<file path="src/rtl/jstk_pkg.sv">
// Shared constants, FSM encoding and transmit-byte layout for the PmodJSTK responder.
package jstk_pkg;

  localparam int           JSTK_NUM_BYTES  = 5;
  localparam logic [5:0]   JSTK_CMD_PREFIX = 6'b100000;

  typedef enum logic [1:0] {
    ST_IDLE  = 2'd0,
    ST_SHIFT = 2'd1,
    ST_HOLD  = 2'd2
  } jstk_state_e;

  // Byte positions within the returned frame.
  localparam logic [2:0] BYTE_X_LO = 3'd0;
  localparam logic [2:0] BYTE_X_HI = 3'd1;
  localparam logic [2:0] BYTE_Y_LO = 3'd2;
  localparam logic [2:0] BYTE_Y_HI = 3'd3;
  localparam logic [2:0] BYTE_BTN  = 3'd4;

  // Content of transmit byte idx; positions past the frame read as zero.
  function automatic logic [7:0] jstk_tx_byte(input logic [2:0] idx,
                                              input logic [9:0] x,
                                              input logic [9:0] y,
                                              input logic [2:0] btn);
    case (idx)
      BYTE_X_LO: return x[7:0];
      BYTE_X_HI: return {6'b0, x[9:8]};
      BYTE_Y_LO: return y[7:0];
      BYTE_Y_HI: return {6'b0, y[9:8]};
      BYTE_BTN:  return {5'b0, btn};
      default:   return 8'h00;
    endcase
  endfunction

endpackage

</file>
<file path="src/rtl/sync_edge.sv">
// Multi-stage synchronizer for an asynchronous pin with rise/fall pulse outputs.
// Flops clear to 0 so that a pin already low at reset release never looks
// like a falling edge; a slave select held low mid-frame is therefore ignored
// until it has gone high and fallen again.
module sync_edge #(
  parameter int STAGES = 2
) (
  input  logic board_clk,
  input  logic reset,
  input  logic d_i,
  output logic q_o,
  output logic rise_o,
  output logic fall_o
);

  logic [STAGES-1:0] sync_q;
  logic              prev_q;

  // Shift the pin through the synchronizer and keep the previous synchronized value.
  always_ff @(posedge board_clk or posedge reset) begin
    if (reset) begin
      sync_q <= '0;
      prev_q <= 1'b0;
    end else begin
      sync_q <= {sync_q[STAGES-2:0], d_i};
      prev_q <= sync_q[STAGES-1];
    end
  end

  assign q_o    = sync_q[STAGES-1];
  assign rise_o = q_o & ~prev_q;
  assign fall_o = ~q_o & prev_q;

endmodule

</file>
<file path="src/rtl/jstk_spi_responder.sv">
// SPI mode-0 slave emulating the PmodJSTK: returns X, Y and button bytes,
// decodes the LED command from the first received byte.
// Interface handshake: the frame is bracketed by ss low; data moves one bit per
// sclk period, mosi captured on sclk rise, miso updated after sclk fall.
module jstk_spi_responder
  import jstk_pkg::*;
#(
  parameter int SYNC_STAGES = 2,
  parameter int NUM_BYTES   = JSTK_NUM_BYTES
) (
  input  logic       board_clk,
  input  logic       reset,
  input  logic       ss,
  input  logic       sclk,
  input  logic       mosi,
  output logic       miso,
  output logic       miso_oe,
  input  logic [9:0] x_pos,
  input  logic [9:0] y_pos,
  input  logic [2:0] buttons,
  output logic [1:0] leds,
  output logic       cmd_valid,
  output logic       frame_done,
  output logic       frame_err,
  output logic [1:0] dbg_state
);

  localparam logic [2:0] LAST_IDX = 3'(NUM_BYTES);

  logic ss_s, ss_rise, ss_fall;
  logic sclk_s, sclk_rise, sclk_fall;
  logic [SYNC_STAGES-1:0] mosi_sync_q;
  logic mosi_s;

  jstk_state_e state_q;
  logic [7:0]  tx_q;
  logic [6:0]  rx_q;
  logic [2:0]  bit_cnt_q;
  logic [2:0]  byte_idx_q;
  logic        overrun_q;
  logic [9:0]  x_snap_q;
  logic [9:0]  y_snap_q;
  logic [2:0]  btn_snap_q;
  logic        miso_q;
  logic        miso_oe_q;
  logic [1:0]  leds_q;
  logic        cmd_valid_q;
  logic        frame_done_q;
  logic        frame_err_q;

  logic [7:0]  rx_next;
  logic [2:0]  next_idx;
  logic [7:0]  first_byte;
  logic [7:0]  next_byte;

  sync_edge #(.STAGES(SYNC_STAGES)) u_ss_sync (
    .board_clk (board_clk),
    .reset     (reset),
    .d_i       (ss),
    .q_o       (ss_s),
    .rise_o    (ss_rise),
    .fall_o    (ss_fall)
  );

  sync_edge #(.STAGES(SYNC_STAGES)) u_sclk_sync (
    .board_clk (board_clk),
    .reset     (reset),
    .d_i       (sclk),
    .q_o       (sclk_s),
    .rise_o    (sclk_rise),
    .fall_o    (sclk_fall)
  );

  // Same depth as the sclk path so mosi lines up with the detected rise.
  always_ff @(posedge board_clk or posedge reset) begin
    if (reset) mosi_sync_q <= '0;
    else       mosi_sync_q <= {mosi_sync_q[SYNC_STAGES-2:0], mosi};
  end

  assign mosi_s     = mosi_sync_q[SYNC_STAGES-1];
  assign rx_next    = {rx_q, mosi_s};
  assign next_idx   = byte_idx_q + 3'd1;
  assign first_byte = jstk_tx_byte(BYTE_X_LO, x_pos, y_pos, buttons);
  assign next_byte  = jstk_tx_byte(next_idx, x_snap_q, y_snap_q, btn_snap_q);

  // Frame FSM: snapshot on ss fall, bit shifting in SHIFT, overrun tracking in HOLD.
  // A slave-select rise takes priority over any sclk edge seen in the same cycle.
  always_ff @(posedge board_clk or posedge reset) begin
    if (reset) begin
      state_q      <= ST_IDLE;
      tx_q         <= '0;
      rx_q         <= '0;
      bit_cnt_q    <= '0;
      byte_idx_q   <= '0;
      overrun_q    <= 1'b0;
      x_snap_q     <= '0;
      y_snap_q     <= '0;
      btn_snap_q   <= '0;
      miso_q       <= 1'b0;
      miso_oe_q    <= 1'b0;
      leds_q       <= 2'b00;
      cmd_valid_q  <= 1'b0;
      frame_done_q <= 1'b0;
      frame_err_q  <= 1'b0;
    end else begin
      cmd_valid_q  <= 1'b0;
      frame_done_q <= 1'b0;
      frame_err_q  <= 1'b0;
      case (state_q)
        ST_IDLE: begin
          miso_q    <= 1'b0;
          miso_oe_q <= 1'b0;
          if (ss_fall) begin
            x_snap_q   <= x_pos;
            y_snap_q   <= y_pos;
            btn_snap_q <= buttons;
            tx_q       <= first_byte;
            miso_q     <= first_byte[7];
            miso_oe_q  <= 1'b1;
            bit_cnt_q  <= '0;
            byte_idx_q <= '0;
            overrun_q  <= 1'b0;
            state_q    <= ST_SHIFT;
          end
        end
        ST_SHIFT: begin
          if (ss_rise) begin
            miso_q      <= 1'b0;
            miso_oe_q   <= 1'b0;
            frame_err_q <= 1'b1;
            state_q     <= ST_IDLE;
          end else if (sclk_rise) begin
            rx_q      <= rx_next[6:0];
            bit_cnt_q <= bit_cnt_q + 3'd1;
            if (bit_cnt_q == 3'd7) begin
              byte_idx_q <= next_idx;
              tx_q       <= next_byte;
              if (byte_idx_q == BYTE_X_LO && rx_next[7:2] == JSTK_CMD_PREFIX) begin
                leds_q      <= rx_next[1:0];
                cmd_valid_q <= 1'b1;
              end
              if (next_idx == LAST_IDX) begin
                miso_q  <= 1'b0;
                state_q <= ST_HOLD;
              end
            end
          end else if (sclk_fall) begin
            // Count 0 means a byte boundary: present the freshly loaded MSB.
            if (bit_cnt_q != 3'd0) begin
              tx_q   <= {tx_q[6:0], 1'b0};
              miso_q <= tx_q[6];
            end else begin
              miso_q <= tx_q[7];
            end
          end
        end
        ST_HOLD: begin
          miso_q <= 1'b0;
          if (ss_rise) begin
            miso_oe_q    <= 1'b0;
            frame_done_q <= ~overrun_q;
            frame_err_q  <= overrun_q;
            state_q      <= ST_IDLE;
          end else if (sclk_rise) begin
            overrun_q <= 1'b1;
          end
        end
        default: begin
          miso_q    <= 1'b0;
          miso_oe_q <= 1'b0;
          state_q   <= ST_IDLE;
        end
      endcase
    end
  end

  assign miso       = miso_q;
  assign miso_oe    = miso_oe_q;
  assign leds       = leds_q;
  assign cmd_valid  = cmd_valid_q;
  assign frame_done = frame_done_q;
  assign frame_err  = frame_err_q;
  assign dbg_state  = state_q;

  // The synchronized levels themselves are only consumed through their edges.
  logic unused_levels;
  assign unused_levels = ss_s ^ sclk_s;

endmodule

</file>
<file path="config.mk">
export PLATFORM = sky130hd
export DESIGN_NAME = jstk_spi_responder
export DESIGN_NICKNAME = d
export VERILOG_FILES = /design/src/rtl/jstk_pkg.sv /design/src/rtl/sync_edge.sv /design/src/rtl/jstk_spi_responder.sv
export SDC_FILE = /design/constraint.sdc
export NUM_CORES = 1
export LEC_CHECK = 0
export BUFFER_PORTS_ARGS = -buffer_cell sky130_fd_sc_hd__buf_2
export CORE_ASPECT_RATIO = 0.9
export CORE_MARGIN = 10
export CORE_UTILIZATION = 52
export DETAILED_ROUTE_END_ITERATION = 10
export PLACE_DENSITY = 0.76
export SYNTH_ARGS = -nofsm -noshare
export SYNTH_HDL_FRONTEND = slang
export SYNTH_SLANG_ARGS = --single-unit
</file>
<file path="constraint.sdc">
create_clock -name board_clk -period 1.9 [get_ports board_clk]
set_input_delay 0.285 -clock board_clk [delete_from_list [all_inputs] [get_ports board_clk]]
set_output_delay 0.285 -clock board_clk [all_outputs]
set_load 0.05 [all_outputs]
</file>
-- Yosys cells after proc, flatten, opt, wreduce, memory -nomap -nowiden
Cells that the tools add are included.
W data, S select, Z words.
- multiplexer cells: 48
- bitwise gates (word level): 10
- $add $sub $neg: 2
- equal/unequal tests: 26
- reduce and logical (&&, ||, !) cells: 17
- operators with widths (operator ; number):
    $mux W8 ; 6
    $pmux W8 S5 ; 1
    $mux W1 ; 21
    $mux W3 ; 6
    $ne A3 B3 Y1 const B ; 6
    $pmux W8 S2 ; 1
    $reduce_and A5 Y1 ; 3
    $ne A2 B2 Y1 const B ; 7
    $mux W2 ; 6
    $ne A4 B4 Y1 const B ; 3
    $pmux W3 S2 ; 2
    $eq A3 B3 Y1 const B ; 3
    $pmux W1 S2 ; 4
    $reduce_and A4 Y1 ; 2
    $add A3 B1 Y3 const B ; 2
    $eq A3 B2 Y1 const B ; 2
    $eq A6 B6 Y1 const B ; 1
    $logic_not A3 Y1 ; 2
    $not A1 Y1 ; 6
    $pmux W2 S3 ; 1
    $reduce_and A3 Y1 ; 2
    $reduce_and A6 Y1 ; 1
    $and A1 B1 Y1 ; 4
    $reduce_bool A2 Y1 ; 2
    other kinds (9) ; 9
- register bits: 62
- logic and storage cells: 123
- output and inout bits: 9

-- Logic depth before layout (Yosys ltp)
Gate-level depths: netlist (run 1).
- word-level depth: 7
- gate-level depth with buffers: 8

-- Modules after synthesis
From an unflattened synthesis (run 1), not the netlist that was laid out.
- cells, all modules: 247
- area total of the unflattened synthesis: 2912.8 um^2
- modules (own cells, without submodules) (module ; times used ; cells an instance ; area each (um^2) ; sequential area each (um^2)):
    jstk_spi_responder ; 1 ; 235 ; 2725.1 ; 1401.3
    sync_edge ; 2 ; 6 ; 93.8 ; 75.1

-- Least setup slack after synthesis (run 1)
No wires, ideal clock.
- path kind: register -> register
- start point: reg state_q[0], in the netlist dbg_state[0]
- end point: reg tx_q[3]
- path slack: -0.367 ns
- path buffers: 0
- clock period less this slack: 2.267 ns
- required time: 1.820 ns
- cell stages (with the launch flop): 7
- setup time: 0.080 ns
- data arrival time: 2.187 ns
- cell sequence: dfrtp_1 -> inv_1 -> ha_1 -> nor2b_4 -> o21a_4 -> o41ai_4 -> mux2i_1
- word-level cells in the longest chain between the ends: 3
- RTL lines (element ; line ; source):
    start: declaration ; jstk_spi_responder.sv:35 ; jstk_state_e state_q;
    start signal: assignment ; jstk_spi_responder.sv:90 ; state_q <= ST_IDLE;
    start signal: assignment ; jstk_spi_responder.sv:123 ; state_q <= ST_SHIFT;
    start signal: assignment ; jstk_spi_responder.sv:131 ; state_q <= ST_IDLE;
    $eq A2 B1 Y1 / $logic_not A2 Y1 (equally long branches) ; jstk_spi_responder.sv:109 ; case (state_q)
    $ne A3 B3 Y1 (no line) (tied with other cells) ; - ;
    $reduce_and A6 Y1 (no line) ; - ;
    end signal: assignment ; jstk_spi_responder.sv:117 ; tx_q <= first_byte;
    end signal: assignment ; jstk_spi_responder.sv:137 ; tx_q <= next_byte;
    end signal: assignment ; jstk_spi_responder.sv:150 ; tx_q <= {tx_q[6:0], 1'b0};
    end: declaration ; jstk_spi_responder.sv:36 ; logic [7:0] tx_q;
Parallel ways exist; a longest one is shown, timed or not.
A chain may end at the register's enable or synchronous reset.

-- Worst setup path after layout (run 1)
- start point: reg byte_idx_q[0]
- end point: reg leds_q[1], in the netlist leds[1]
- word-level cells in the longest chain between the ends: 3
- RTL lines (element ; line ; source):
    start: declaration ; jstk_spi_responder.sv:39 ; logic [2:0] byte_idx_q;
    start signal: assignment ; jstk_spi_responder.sv:136 ; byte_idx_q <= next_idx;
    $logic_not A3 Y1 ; jstk_spi_responder.sv:138 ; if (byte_idx_q == BYTE_X_LO && rx_next[7:2] == JSTK_CMD_PREFIX) begin
    $logic_and A1 B1 Y1 ; jstk_spi_responder.sv:138 ;
    $reduce_and A5 Y1 (no line) ; - ;
    end signal: assignment ; jstk_spi_responder.sv:139 ; leds_q <= rx_next[1:0];
    end: declaration ; jstk_spi_responder.sv:46 ; logic [1:0] leds_q;
No other way between the ends.

==> results.py, run 1 <==
metrics = {
    "outcome": {
        "status": "finished, final reports clean",
    },
    "floorplanning": {
        "io_pins": 37,
        "initial_core_util_pct": 54.5,
        "die_h_um": 91.1,
        "fp.coreArea_mm2": 0.00535,
        "die_w_um": 99.0,
        "die-area_mm2": 0.00901,
        "rows": 25,
    },
    "sta": {
        "drv_slew": 0,
        "fmax_mhz": 558,
        "slew_headroom_pct": 63.6,
        "layout_worst_path_cycle_share_pct": 94.3,
        "setup_viol": 0,
        "min_period_ps": 1790,
        "rsz0062_at_grt": "false",
        "tightest_slew_ps": 545,
        "skew_ps": 8.16,
        "hold_viol": 0,
    },
    "synthesis": {
        "ys_async_sr_fraction_pct": 100,
        "ys.flop_type": "dfrtp_1",
        "netlist_area_mm2": 0.00292,
        "synthTopCellsByCount": "dfrtp_1 (62), mux2_2 (33), inv_1 (22)",
        "ys_seq_area_share_pct": 53.2,
        "synth_seq_cells": 62,
        "synth_cell_types": 40,
        "synth_most_common_cell": "dfrtp_1",
        "yosys.area_share.adder_pct": 5.57,
        "syn_area_per_cell_um2": 12.4,
        "synth_area_leaders": "dfrtp_1 (53%), mux2_2 (13%), ha_1 (5.6%)",
        "synth_compound_area_share_pct": 12.1,
        "synth-simple-area-share_pct": 7.72,
        "synth-edff-count": 0,
        "synth-xor-area-share_pct": 0.557,
        "synth_cells": 235,
        "synth_mux_area_share_pct": 16.9,
        "yosys_warnings": 0,
        "yosysTopAreaCell": "dfrtp_1",
        "yosysTopAreaCellShare_pct": 53.2,
        "synthesis.nets": 276,
        "synth_top_family_by_area": "multiplexers",
    },
    "global_routing": {
        "grt_max_degree": 39,
        "grtUsageTotal_pct": 13.5,
        "grt-ovfl-total": 0,
        "antenna_found_initial": 0,
        "grt_pass1_vias": 2028,
        "grt_pass1_wl_um": 10000,
    },
    "detailed_routing": {
        "drt_iter0_drc": 79,
        "drc_errors": 0,
        "via_count": 1979,
        "ant_nets": 0,
        "viasPerCell": 5.50,
        "dr.pass1.iters": 4,
        "drt-total-wl_um": 5730,
        "routedWlPerCell_um": 15.9,
    },
    "placement": {
        "placed_area_mm2": 0.00329,
        "port_buffers": 36,
        "hpwl_um": 4260,
        "routabilityCongestion": 0.775,
    },
    "layout": {
        "finish.net_count": 329,
        "fin_area_mm2": 0.00353,
        "area_growth_pct": 20.9,
        "n_antenna_cell": 0,
        "fill_cells": 417,
        "drive_gt1_share_pct": 40.3,
        "finish.utilization_pct": 66.0,
    },
    "worst_setup_path": {
        "crit_chain": "inv_1, ha_2, nand2_1, nor4_1, and3_2, mux2_2",
        "start_kind": "register",
        "critical_path_buf_inv_count": 1,
        "required_ps": 2130,
        "path_class": "register to register",
        "crit_slowest_cell": "dfrtp_2",
        "critical_path.top_delay_family": "simple AND/OR/NAND/NOR gates",
        "slowest_delay_ps": 440,
        "arrival_ps": 2020,
        "end_kind": "register",
        "critPathMaxFanout": 6,
        "reg2reg_setup_slack_ps": 110,
    },
    "pwr": {
        "power.leakage_nw": 1.65,
        "seqPwrFrac_pct": 44.5,
        "power_frac_comb_pct": 30.7,
        "p_sw_mw": 1.47,
        "internal-power_mw": 3.18,
        "irDropWorstVdd_mv": 0.774,
        "swShare_pct": 31.7,
        "power_mw": 4.65,
        "powerDensity_mw_per_mm2": 1320,
        "clkPwrFrac_pct": 24.8,
    },
    "clock_tree": {
        "tritoncts": "done",
        "cts.path.max_buffers": 2,
        "clkSinkCount": 62,
        "clk-insertion-delay-late_ps": 340,
        "cts_setup_buffers": 0,
        "cts.clk_slew.worst_paths_ps": 70,
        "cts_buffers": 9,
        "clockRootBuffer": "clkbuf_8",
        "cts_max_level": 3,
    },
    "run": {
        "maxCapViolations": 0,
    },
    "min_path": {
        "hold_path.class": "input pin to register",
    },
}
## stage by stage
| step | setup slack (ps) | setup TNS [ps] | cells | hold slack [ps] |
|---|---|---|---|---|
| floorplan | -159 | -1480 | 235 | 316 |
| global placement | 78.5 | 0 | 343 | 336 |
| detailed placement | -6.43 | -6.43 | 343 | 338 |
| CTS | 25.2 | 0 | 360 | 31.7 |
| global route | 2.02 | 0 | 360 | 22.2 |
| finish | 109 | 0 | 360 | 45.3 |
## kinds of logic after synthesis
family | after synthesis
AND/OR/NAND/NOR | 41
adder cells (fa/ha/maj) | 13
flip-flops | 62
multiplexers | 45
AO/OA/AOI/OAI | 43
XOR/XNOR | 1
buffers and inverters | 30
## final timing paths
path                                      from                     to  cells past startpoint
setup / recovery                 byte_idx_q[0]                leds[1]                      6
hold / removal                            sclk  u_sclk_sync.sync_q[0]                      1
setup reg to reg                 byte_idx_q[0]                leds[1]                      6
hold reg to reg            u_ss_sync.sync_q[0]    u_ss_sync.sync_q[1]                      0
max in group asynchronous                reset          byte_idx_q[0]                      4
min in group asynchronous                reset                rx_q[2]                      3
## power by group through the flow
stage | sequential, mW | combinational (mW) | clock (mW)
floorplan | 2.09 | 1.01 | 0
CTS | 2.07 | 1.43 | 1.19
global placement | 2.07 | 1.37 | 0
finish | 2.07 | 1.43 | 1.15
global route | 2.13 | 1.58 | 1.25
detailed placement | 2.09 | 1.42 | 0
## cell type report
class	instances	area, um^2	area share, %
repair buffers	50	313	8.87
multi-input cells	143	1290	36.7
well taps	67	83.8	2.38
clock inverters	5	58.8	1.67
flip-flops and latches	62	1560	44.1
clock buffers	11	141	4.01
inverters	22	82.6	2.34
## per-layer routing
layer | vias to the layer above | part of all wire (%) | global-route usage, %
li1 | 958 | - | -
met2 | 46 | 47 | 19.8
met5 | - | 0 | 0
met1 | 965 | 47 | 17.6
met4 | 0 | 1.5 | 5.73
met3 | 10 | 5.1 | 4.70
## what timing repair did
item	4_1_cts	5_1_grt
hold buffers	1	0
gates resized for setup	1	8
hold endpoints to repair	18	0
setup endpoints to repair	2	13
pin swaps	0	2
## layout by cell type (no fill, tap or decap), types with 5 or more instances in the layout
| cell type | Yosys | final |
|---|---|---|
| nand3_1 | 7 | 7 |
| a22oi_1 | 5 | 5 |
| ha_1 | 13 | 9 |
| nand2b_1 | 7 | 7 |
| mux2i_1 | 12 | 12 |
| mux2_2 | 33 | 33 |
| inv_1 | 22 | 19 |
| a22o_1 | 6 | 6 |
| buf_2 | 3 | 36 |
| nand2_1 | 10 | 9 |
| clkbuf_8 | 0 | 10 |
| a222oi_1 | 6 | 6 |
| buf_4 | 0 | 11 |
| o21ai_0 | 8 | 8 |
| dfrtp_1 | 62 | 59 |
## registers in the layout, indices dropped and copies added, names as in the netlist, 2 cells and up
| signal | flops |
|---|---|
| byte_idx_q | 3 |
| btn_snap_q | 3 |
| x_snap_q | 10 |
| dbg_state | 2 |
| bit_cnt_q | 3 |
| tx_q | 8 |
| rx_q | 7 |
| y_snap_q | 10 |
| leds | 2 |
| u_sclk_sync.sync_q | 2 |
| u_ss_sync.sync_q | 2 |
| mosi_sync_q | 2 |
Power figures use the tool's default switching activity.
==> inputs of run 2 (changes only) <==
clock period = 1.63 ns   (was 1.9 ns; I/O delays follow)
==> results.py, run 2 (same netlist as run 1, synthesis figures left out) <==
metrics = {
    "detailed_routing": {
        "drt_iter0_drc": 139,
        "via_count": 2263,
        "routedWlPerCell_um": 19.2,
        "ant_nets": 0,
        "drc_errors": 0,
        "drt-total-wl_um": 7750,
        "viasPerCell": 5.60,
        "dr.pass1.iters": 4,
    },
    "floorplanning": {
        "die_w_um": 99.0,
        "io_pins": 37,
        "die-area_mm2": 0.00901,
        "fp.coreArea_mm2": 0.00535,
        "initial_core_util_pct": 54.5,
        "die_h_um": 91.1,
        "rows": 25,
    },
    "clock_tree": {
        "clockRootBuffer": "clkbuf_8",
        "clk-insertion-delay-late_ps": 350,
        "cts.clk_slew.worst_paths_ps": 70,
        "cts_buffers": 9,
        "tritoncts": "done",
        "cts.path.max_buffers": 2,
        "cts_max_level": 3,
        "clkSinkCount": 62,
    },
    "pwr": {
        "powerDensity_mw_per_mm2": 1520,
        "power.leakage_nw": 1.98,
        "irDropWorstVdd_mv": 0.971,
    },
    "worst_setup_path": {
        "start_kind": "register",
        "arrival_ps": 2050,
        "end_kind": "register",
        "path_class": "register to register",
        "critPathMaxFanout": 4,
        "required_ps": 1840,
    },
    "layout": {
        "ff_latch_area_mm2": 0.00156,
        "drive_gt1_share_pct": 57.0,
        "finish.net_count": 373,
        "multi_input_area_mm2": 0.00160,
        "fin_area_mm2": 0.00431,
        "final_cell_mix": "dfrtp_1 (58), buf_2 (36), buf_4 (33)",
        "fill_cells": 280,
        "area_growth_pct": 47.7,
        "n_antenna_cell": 0,
        "reg.largest.list": "x_snap_q: 10 flops, y_snap_q: 10 flops, tx_q: 8 flops",
        "finalNonFillerCells": 404,
        "layout_commonest_cell": "dfrtp_1",
    },
    "outcome": {
        "violations": "negative setup slack",
        "status": "complete, but fails checks",
    },
    "global_routing": {
        "grt_max_degree": 63,
        "grt-ovfl-total": 0,
        "grt_pass1_vias": 2364,
        "antenna_found_initial": 0,
        "grt_pass1_wl_um": 11200,
        "grtUsageTotal_pct": 15.2,
    },
    "placement": {
        "port_buffers": 36,
        "placed_area_mm2": 0.00346,
        "routabilityCongestion": 0.756,
        "hpwl_um": 4270,
        "dp_slack_ps": -193,
        "place_inst": 365,
    },
    "sta": {
        "slew_headroom_pct": 73.3,
        "setup_tns_ps": -1130,
        "drv_slew": 0,
        "hold_viol": 0,
        "fmax_mhz": 544,
        "rsz0062_at_grt": "true",
        "skew_ps": 6.30,
        "layout_setup_ws_ps": -210,
        "min_period_ps": 1840,
        "setup_viol": 12,
        "layout_worst_path_cycle_share_pct": 113,
        "tightest_slew_ps": 401,
    },
    "min_path": {
        "hold_path.class": "input pin to register",
    },
    "run": {
        "maxCapViolations": 0,
    },
}
-- run 2: cell types whose count changed in the layout (fill, tap and decap cells not counted), sizes merged --
cell / previous run / this run
bufinv: 1 / 2
dlygate4sd3: 1 / 4
clkinv: 2 / 1
inv: 22 / 21
clkbuf: 11 / 14
buf: 49 / 89
clkinvlp: 2 / 1
-- run 2: final timing paths --
path,slack (ps),cells past startpoint,to,start
max,-210,7,tx_q[2],byte_idx_q[0]
min,120,2,y_snap_q[0],y_pos[0]
max reg2reg,-210,7,tx_q[2],byte_idx_q[0]
min reg2reg,350,0,u_ss_sync.sync_q[1],u_ss_sync.sync_q[0]
max in group asynchronous,820,4,dbg_state[1],reset
min in group asynchronous,520,4,rx_q[4],reset
-- run 2: repair_timing --
action | 4_1_cts | 5_1_grt
resized for setup | 35 | 59
hold endpoints to repair | 65 | 0
cloned | 0 | 2
hold buffers | 4 | 0
endpoints found under the setup margin | 22 | 45
pin swaps | 12 | 18
setup buffers | 10 | 8
-- run 2: metal layers --
layer	track usage, %	share of wire (%)	vias up
met1	17.3	43	1138
li1	-	-	1042
met4	5.25	2.2	0
met5	0	0	-
met3	5.76	4.7	17
met2	25.5	50	66
-- run 2: critical path: stages, from the launching register on --
cell and delay, ps:
dfrtp_2 450, buf_6 140, ha_4 170, xnor2_4 220
buf_6 160, mux2i_2 60, a222oi_1 350, mux2i_1 140
-- run 2: metrics by stage --
step	util (%)	hold slack [ps]	total power [mW]
finish	80.6	121	6.57
global route	80.6	116	6.90
CTS	74.3	115	6.07
detailed placement	64.6	336	4.25
global placement	64.6	332	4.15
floorplan	-	276	3.63
-- run 2: report_power, final --
part | switching (mW) | leakage, nW | internal, mW
clock | 0.597 | 0.120 | 0.984
sequential | 0.385 | 0.758 | 2.09
combinational | 1.12 | 1.10 | 1.40
total | 2.10 | 1.98 | 4.47
-- run 2: layout make-up --
type | count | area share (%)
Sequential cell | 62 | 36.1
Inverter | 22 | 2.24
Clock inverter | 3 | 1.51
Tap cell | 67 | 1.94
Multi-Input combinational cell | 143 | 37.0
Timing Repair Buffer | 94 | 17.3
Clock buffer | 13 | 3.92
